`config.mk`:
```
export PLATFORM = sky130hd
export DESIGN_NAME = drum_dot8_flat
export DESIGN_NICKNAME = d
export VERILOG_FILES = /design/src/rtl/drum_dot8_pkg.sv /design/src/rtl/drum_dot8_if.sv /design/src/rtl/drum_dot8_mul.sv /design/src/rtl/drum_dot8.sv /design/src/flat_wrapper.sv
export SDC_FILE = /design/constraint.sdc
export NUM_CORES = 2
export LEC_CHECK = 0
export ABC_AREA = 1
export CAP_MARGIN = 5
export CORE_MARGIN = 1
export CORE_UTILIZATION = 45
export DETAILED_ROUTE_END_ITERATION = 10
export DONT_BUFFER_PORTS = 1
export GPL_TIMING_DRIVEN = 0
export PLACE_DENSITY_LB_ADDON = 0.12
export SLEW_MARGIN = 20
export SYNTH_ARGS = -nofsm -noshare
export SYNTH_HDL_FRONTEND = slang
export SYNTH_SLANG_ARGS = --single-unit
```
`constraint.sdc`:
```
create_clock -name clk -period 0.8 [get_ports clk]
set_input_delay 0.12 -clock clk [delete_from_list [all_inputs] [get_ports clk]]
set_output_delay 0.12 -clock clk [all_outputs]
set_load 0.01 [all_outputs]
```
`src/rtl/drum_dot8_pkg.sv`:
```
// Shared constants and types for the eight-lane DRUM dot-product unit.
package drum_pkg;

   localparam int DATA_W = 16;
   localparam int K      = 6;
   localparam int N      = 8;
   localparam int OUT_W  = 2 * DATA_W + 3;
   localparam int PROD_W = 2 * DATA_W;
   localparam int SH_W   = $clog2(DATA_W);

   // One approximated operand: K-bit segment plus the shift that restores it.
   typedef struct packed {
      logic [K-1:0]    seg;
      logic [SH_W-1:0] sh;
   } drum_seg_t;

endpackage

```
`src/rtl/drum_dot8_if.sv`:
```
// Operand/result bundle of the dot-product unit.
// There is no handshake: operands are sampled on every rising clock edge,
// and Out_OFM holds the sum of the operands seen at the previous edge.
interface drum_dot8_if;
   import drum_pkg::*;

   logic [DATA_W-1:0] In_IFM_1;
   logic [DATA_W-1:0] In_IFM_2;
   logic [DATA_W-1:0] In_IFM_3;
   logic [DATA_W-1:0] In_IFM_4;
   logic [DATA_W-1:0] In_IFM_5;
   logic [DATA_W-1:0] In_IFM_6;
   logic [DATA_W-1:0] In_IFM_7;
   logic [DATA_W-1:0] In_IFM_8;
   logic [DATA_W-1:0] In_Weight_1;
   logic [DATA_W-1:0] In_Weight_2;
   logic [DATA_W-1:0] In_Weight_3;
   logic [DATA_W-1:0] In_Weight_4;
   logic [DATA_W-1:0] In_Weight_5;
   logic [DATA_W-1:0] In_Weight_6;
   logic [DATA_W-1:0] In_Weight_7;
   logic [DATA_W-1:0] In_Weight_8;
   logic [OUT_W-1:0]  Out_OFM;

   // Producer of operands, consumer of the result.
   modport master (
      output In_IFM_1, In_IFM_2, In_IFM_3, In_IFM_4,
             In_IFM_5, In_IFM_6, In_IFM_7, In_IFM_8,
             In_Weight_1, In_Weight_2, In_Weight_3, In_Weight_4,
             In_Weight_5, In_Weight_6, In_Weight_7, In_Weight_8,
      input  Out_OFM
   );

   // The dot-product unit itself.
   modport slave (
      input  In_IFM_1, In_IFM_2, In_IFM_3, In_IFM_4,
             In_IFM_5, In_IFM_6, In_IFM_7, In_IFM_8,
             In_Weight_1, In_Weight_2, In_Weight_3, In_Weight_4,
             In_Weight_5, In_Weight_6, In_Weight_7, In_Weight_8,
      output Out_OFM
   );

endinterface

```
`src/rtl/drum_dot8_mul.sv`:
```
// One DRUM lane: approximates both operands to K-bit segments, multiplies
// the segments exactly and shifts the product back to full scale.
module drum_mul
   import drum_pkg::*;
(
   input  logic [DATA_W-1:0] a_i,
   input  logic [DATA_W-1:0] b_i,
   output logic [PROD_W-1:0] prod_o
);

   // Small operands pass through untouched; larger ones keep the K bits
   // below and including the leading one, with the LSB forced high so the
   // truncation error is centred on zero instead of always negative.
   function automatic drum_seg_t approx(input logic [DATA_W-1:0] x);
      drum_seg_t         r;
      int                lead;
      logic [DATA_W-1:0] shifted;
      lead    = 0;
      for (int i = 0; i < DATA_W; i++) begin
         if (x[i]) lead = i;
      end
      r.seg   = x[K-1:0];
      r.sh    = '0;
      shifted = x;
      if (lead >= K) begin
         r.sh    = SH_W'(lead - K + 1);
         shifted = x >> r.sh;
         r.seg   = shifted[K-1:0] | {{(K-1){1'b0}}, 1'b1};
      end
      return r;
   endfunction

   drum_seg_t             seg_a;
   drum_seg_t             seg_b;
   logic [2*K-1:0]        seg_prod;
   logic [SH_W:0]         sh_sum;

   // Leading-one detection and segment extraction for both operands.
   always_comb begin
      seg_a = approx(a_i);
      seg_b = approx(b_i);
   end

   // Exact KxK multiply followed by the barrel shift back to 2*DATA_W bits.
   always_comb begin
      seg_prod = {{K{1'b0}}, seg_a.seg} * {{K{1'b0}}, seg_b.seg};
      sh_sum   = {1'b0, seg_a.sh} + {1'b0, seg_b.sh};
      prod_o   = {{(PROD_W-2*K){1'b0}}, seg_prod} << sh_sum;
   end

endmodule

```
`src/rtl/drum_dot8.sv`:
```
// Eight-lane DRUM dot product: eight approximate lane products are summed
// exactly and the sum is registered once per clock (one-cycle latency).
module drum_dot8
   import drum_pkg::*;
(
   input  logic        clk,
   input  logic        rst_n,
   drum_dot8_if.slave  bus
);

   logic [DATA_W-1:0] ifm   [N];
   logic [DATA_W-1:0] wgt   [N];
   logic [PROD_W-1:0] prod  [N];
   logic [OUT_W-1:0]  lvl1  [4];
   logic [OUT_W-1:0]  lvl2  [2];
   logic [OUT_W-1:0]  ofm_d;
   logic [OUT_W-1:0]  ofm_q;

   // Gather the individually named lanes into arrays for the lane loop.
   always_comb begin
      ifm[0] = bus.In_IFM_1;    wgt[0] = bus.In_Weight_1;
      ifm[1] = bus.In_IFM_2;    wgt[1] = bus.In_Weight_2;
      ifm[2] = bus.In_IFM_3;    wgt[2] = bus.In_Weight_3;
      ifm[3] = bus.In_IFM_4;    wgt[3] = bus.In_Weight_4;
      ifm[4] = bus.In_IFM_5;    wgt[4] = bus.In_Weight_5;
      ifm[5] = bus.In_IFM_6;    wgt[5] = bus.In_Weight_6;
      ifm[6] = bus.In_IFM_7;    wgt[6] = bus.In_Weight_7;
      ifm[7] = bus.In_IFM_8;    wgt[7] = bus.In_Weight_8;
   end

   for (genvar g = 0; g < N; g++) begin : g_lane
      drum_mul u_mul (
         .a_i    (ifm[g]),
         .b_i    (wgt[g]),
         .prod_o (prod[g])
      );
   end

   // Balanced three-level adder tree; OUT_W bits leave room for 8 full-scale
   // products, so no saturation or wrap handling is needed.
   always_comb begin
      for (int i = 0; i < 4; i++) begin
         lvl1[i] = OUT_W'(prod[2*i]) + OUT_W'(prod[2*i+1]);
      end
      for (int i = 0; i < 2; i++) begin
         lvl2[i] = lvl1[2*i] + lvl1[2*i+1];
      end
      ofm_d = lvl2[0] + lvl2[1];
   end

   // Output register, cleared asynchronously while rst_n is low.
   always_ff @(posedge clk or negedge rst_n) begin
      if (!rst_n) ofm_q <= '0;
      else        ofm_q <= ofm_d;
   end

   assign bus.Out_OFM = ofm_q;

endmodule

```
`src/flat_wrapper.sv`:
```
// flat-port wrapper written by rule: the top's interface ports become plain ports
module drum_dot8_flat import drum_pkg::*;
  (clk, rst_n, bus_In_IFM_1, bus_In_IFM_2, bus_In_IFM_3, bus_In_IFM_4, bus_In_IFM_5, bus_In_IFM_6, bus_In_IFM_7, bus_In_IFM_8, bus_In_Weight_1, bus_In_Weight_2, bus_In_Weight_3, bus_In_Weight_4, bus_In_Weight_5, bus_In_Weight_6, bus_In_Weight_7, bus_In_Weight_8, bus_Out_OFM);
  drum_dot8_if bus_i ();
  input  logic clk;
  input  logic rst_n;
  input wire logic [$bits(bus_i.In_IFM_1)-1:0] bus_In_IFM_1;
  input wire logic [$bits(bus_i.In_IFM_2)-1:0] bus_In_IFM_2;
  input wire logic [$bits(bus_i.In_IFM_3)-1:0] bus_In_IFM_3;
  input wire logic [$bits(bus_i.In_IFM_4)-1:0] bus_In_IFM_4;
  input wire logic [$bits(bus_i.In_IFM_5)-1:0] bus_In_IFM_5;
  input wire logic [$bits(bus_i.In_IFM_6)-1:0] bus_In_IFM_6;
  input wire logic [$bits(bus_i.In_IFM_7)-1:0] bus_In_IFM_7;
  input wire logic [$bits(bus_i.In_IFM_8)-1:0] bus_In_IFM_8;
  input wire logic [$bits(bus_i.In_Weight_1)-1:0] bus_In_Weight_1;
  input wire logic [$bits(bus_i.In_Weight_2)-1:0] bus_In_Weight_2;
  input wire logic [$bits(bus_i.In_Weight_3)-1:0] bus_In_Weight_3;
  input wire logic [$bits(bus_i.In_Weight_4)-1:0] bus_In_Weight_4;
  input wire logic [$bits(bus_i.In_Weight_5)-1:0] bus_In_Weight_5;
  input wire logic [$bits(bus_i.In_Weight_6)-1:0] bus_In_Weight_6;
  input wire logic [$bits(bus_i.In_Weight_7)-1:0] bus_In_Weight_7;
  input wire logic [$bits(bus_i.In_Weight_8)-1:0] bus_In_Weight_8;
  output wire logic [$bits(bus_i.Out_OFM)-1:0] bus_Out_OFM;
  assign bus_i.In_IFM_1 = bus_In_IFM_1;
  assign bus_i.In_IFM_2 = bus_In_IFM_2;
  assign bus_i.In_IFM_3 = bus_In_IFM_3;
  assign bus_i.In_IFM_4 = bus_In_IFM_4;
  assign bus_i.In_IFM_5 = bus_In_IFM_5;
  assign bus_i.In_IFM_6 = bus_In_IFM_6;
  assign bus_i.In_IFM_7 = bus_In_IFM_7;
  assign bus_i.In_IFM_8 = bus_In_IFM_8;
  assign bus_i.In_Weight_1 = bus_In_Weight_1;
  assign bus_i.In_Weight_2 = bus_In_Weight_2;
  assign bus_i.In_Weight_3 = bus_In_Weight_3;
  assign bus_i.In_Weight_4 = bus_In_Weight_4;
  assign bus_i.In_Weight_5 = bus_In_Weight_5;
  assign bus_i.In_Weight_6 = bus_In_Weight_6;
  assign bus_i.In_Weight_7 = bus_In_Weight_7;
  assign bus_i.In_Weight_8 = bus_In_Weight_8;
  assign bus_Out_OFM = bus_i.Out_OFM;
  drum_dot8 u_core (.clk(clk), .rst_n(rst_n), .bus(bus_i));
endmodule
```
==> results.json <==
{
  "global_route_wire_length_before_repair_mm": 215,
  "tritoncts_num_sinks": 35,
  "crit_path_frequent_cell": "sky130_fd_sc_hd__nand2_1",
  "grt_max_degree": 36,
  "postPlaceCellArea_um2": 43000,
  "num_io_pins": 293,
  "fraction_of_registers_with_async_set_reset_pct": 100,
  "setup.worst_path.start_class": "primary input",
  "status": "finished with violations",
  "ys_warn_count": 0,
  "grt_setup_unrepaired": "yes",
  "path_clk_slew_ps": 60,
  "synth_edf_count": 0,
  "cp_data_arrival_time_ps": 9710,
  "route.final.wire_length_mm": 135,
  "critical_path.endpoint_type": "flip-flop",
  "finalHoldViolCount": 35,
  "tritoncts_clock_tree": "built",
  "synth_area_per_cell_um2": 5.69,
  "initialDrtViolationCount": 3183,
  "post-route-worst-setup-slack_ps": -8710,
  "synth_fp_nets": 7743,
  "fp.dieH_um": 297,
  "layout-area-overhead-vs-synth_pct": 30.0,
  "design.final.nets": 8123,
  "timing.critical_path.slowest_stage_cell": "sky130_fd_sc_hd__fa_1",
  "grt-ovfl-total": 0,
  "post_drt_via_cell_ratio": 5.56,
  "postRouteAntennaNets": 0,
  "number_of_buffers_added_by_the_clock_tree_synthesis_step": 5,
  "final_max_slew_viol_count": 0,
  "clk_root_buffer_cell": "sky130_fd_sc_hd__clkbuf_16",
  "num_rows": 107,
  "path_class": "primary input to flip-flop",
  "slowest_delay_ps": 570,
  "tightestPinTransition_ps": 861,
  "report.final.setup_viol": 52,
  "finalCriticalPeriod_ps": 9510,
  "cts_buffer_depth": 2,
  "finalWeightedCongestion": 0.996,
  "timing.slew.headroom_pct": 42.6,
  "initial_core_util_pct": 45.7,
  "crit_required_ps": 1000,
  "crit_path_max_fanout": 5,
  "mostFrequentLayoutCell": "sky130_fd_sc_hd__nand2_1",
  "cpLargestDelayFamily": "adder cells",
  "filler_cells_inserted": 8416,
  "route.detailed.drc": 0,
  "die_area_um2": 88200,
  "grt_pass1_vias": 43800,
  "synthesis.area_um2": 39200,
  "final_area_um2": 50900,
  "ys_seq_area_share_pct": 2.24,
  "critical_path.n_buffers_inverters": 12,
  "buffer_ports.inserted": 0,
  "most-common-layout-cells": "sky130_fd_sc_hd__nand2_1, sky130_fd_sc_hd__inv_1, sky130_fd_sc_hd__nand3_1",
  "hold_path_class": "primary input to asynchronous set/reset pin",
  "chip_width_um": 297,
  "layout-drive-gt1-share_pct": 25.5,
  "flop_and_latch_count_out_of_synthesis": 35,
  "initial_antenna_violation_count": 1,
  "clock_tree.htree_level_count": 2,
  "core-area_um2": 85700,
  "fmaxAchievable_mhz": 105,
  "finalHoldWorstSlack_ps": -470,
  "grtUsageTotal_pct": 28.5,
  "synth_cells": 6885,
  "cap_viol_max_count": 0,
  "place_hpwl_mm": 108,
  "routed-via-count": 46700,
  "route.detailed.wl_per_inst_um": 16.1,
  "violations": "negative hold slack, negative setup slack",
  "largest_reg_flops": 35,
  "post_synth_num_cell_types": 65,
  "drt_first_pass_iters": 9,
  "synthFlopType": "sky130_fd_sc_hd__dfrtp_1",
  "post-route-period-util_pct": 1190
}
-- metal layers --
metal	wire (µm)	global-route usage [%]	part of all wire, %
met5	0	0	0
met3	6580	1.35	4.9
met4	3450	6.03	2.6
met1	59200	37.9	44
met2	66100	50.6	49
-- what timing repair did --
item,CTS,global route
cloned,5,4
setup endpoints to repair,70,70
hold endpoints to repair,35,35
pin swaps,277,376
buffers inserted,205,169
gates resized for setup,564,677
-- Yosys cell counts, drive strengths merged, types with 30 or more instances --
master | count | area, µm²
buf | 49 | 362
clkbuf | 133 | 503
inv | 1012 | 3800
o21ai | 509 | 2600
dfrtp | 35 | 876
ha | 386 | 4830
nor3 | 50 | 250
xnor2 | 94 | 906
a21oi | 413 | 2130
nand2 | 1915 | 7390
fa | 214 | 4280
xor2 | 135 | 1200
o21bai | 30 | 244
nand4 | 52 | 325
nor2 | 611 | 2400
o211ai | 63 | 473
nand3 | 925 | 4700
-- final timing paths --
| path | depth (start not counted) | start | to |
|---|---|---|---|
| min in group clk | 0 | u_core.bus.Out_OFM[18]$_DFF_PN0_ | bus_Out_OFM[18] |
| max in group asynchronous | 0 | rst_n | u_core.bus.Out_OFM[30]$_DFF_PN0_ |
| worst max-delay path | 65 | bus_In_IFM_8[2] | u_core.bus.Out_OFM[32]$_DFF_PN0_ |
| worst min-delay path | 0 | rst_n | u_core.bus.Out_OFM[3]$_DFF_PN0_ |
-- area by class of cell --
type / instances / area (µm²) / share of cell area [%]
Clock buffer: 5 / 125 / 0.246
Buffer: 177 / 1350 / 2.65
Tap cell: 1144 / 1430 / 2.81
Clock inverter: 2 / 37.5 / 0.0738
Multi-Input combinational cell: 5630 / 39900 / 78.5
Timing Repair Buffer: 375 / 3000 / 5.90
Sequential cell: 35 / 880 / 1.73
Antenna cell: 2 / 5.00 / 0.00984
Inverter: 1038 / 4090 / 8.04
Timing Repair inverter: 3 / 17.5 / 0.0344
-- stage by stage --
stage               util, %  cells  hold slack (ps)  setup WS [ps]  setup TNS (ps)
global placement       50.2   8029             -175          -9650         -290200
finish                 59.4   8411             -470          -8710         -266150
CTS                    54.6   8241             -479          -8500         -263650
floorplan                 -   6885             -176          -8070         -241310
detailed placement     50.2   8029             -175          -9650         -290430
global route           59.4   8410             -482          -9290         -282440
-- kinds of logic after synthesis --
group	share of synthesized area, %
muxes	0.562
xor gates and xnor gates	5.37
AOI/OAI and AO/OA	16.2
and+or+nand+nor	40.1
adders and majority gates	23.3
buffers and inverters	12.2
DFF	2.24
Power is left out: the tool's default activity adds up to more than one toggle a clock period on the data nets, which glitch-free logic cannot reach.
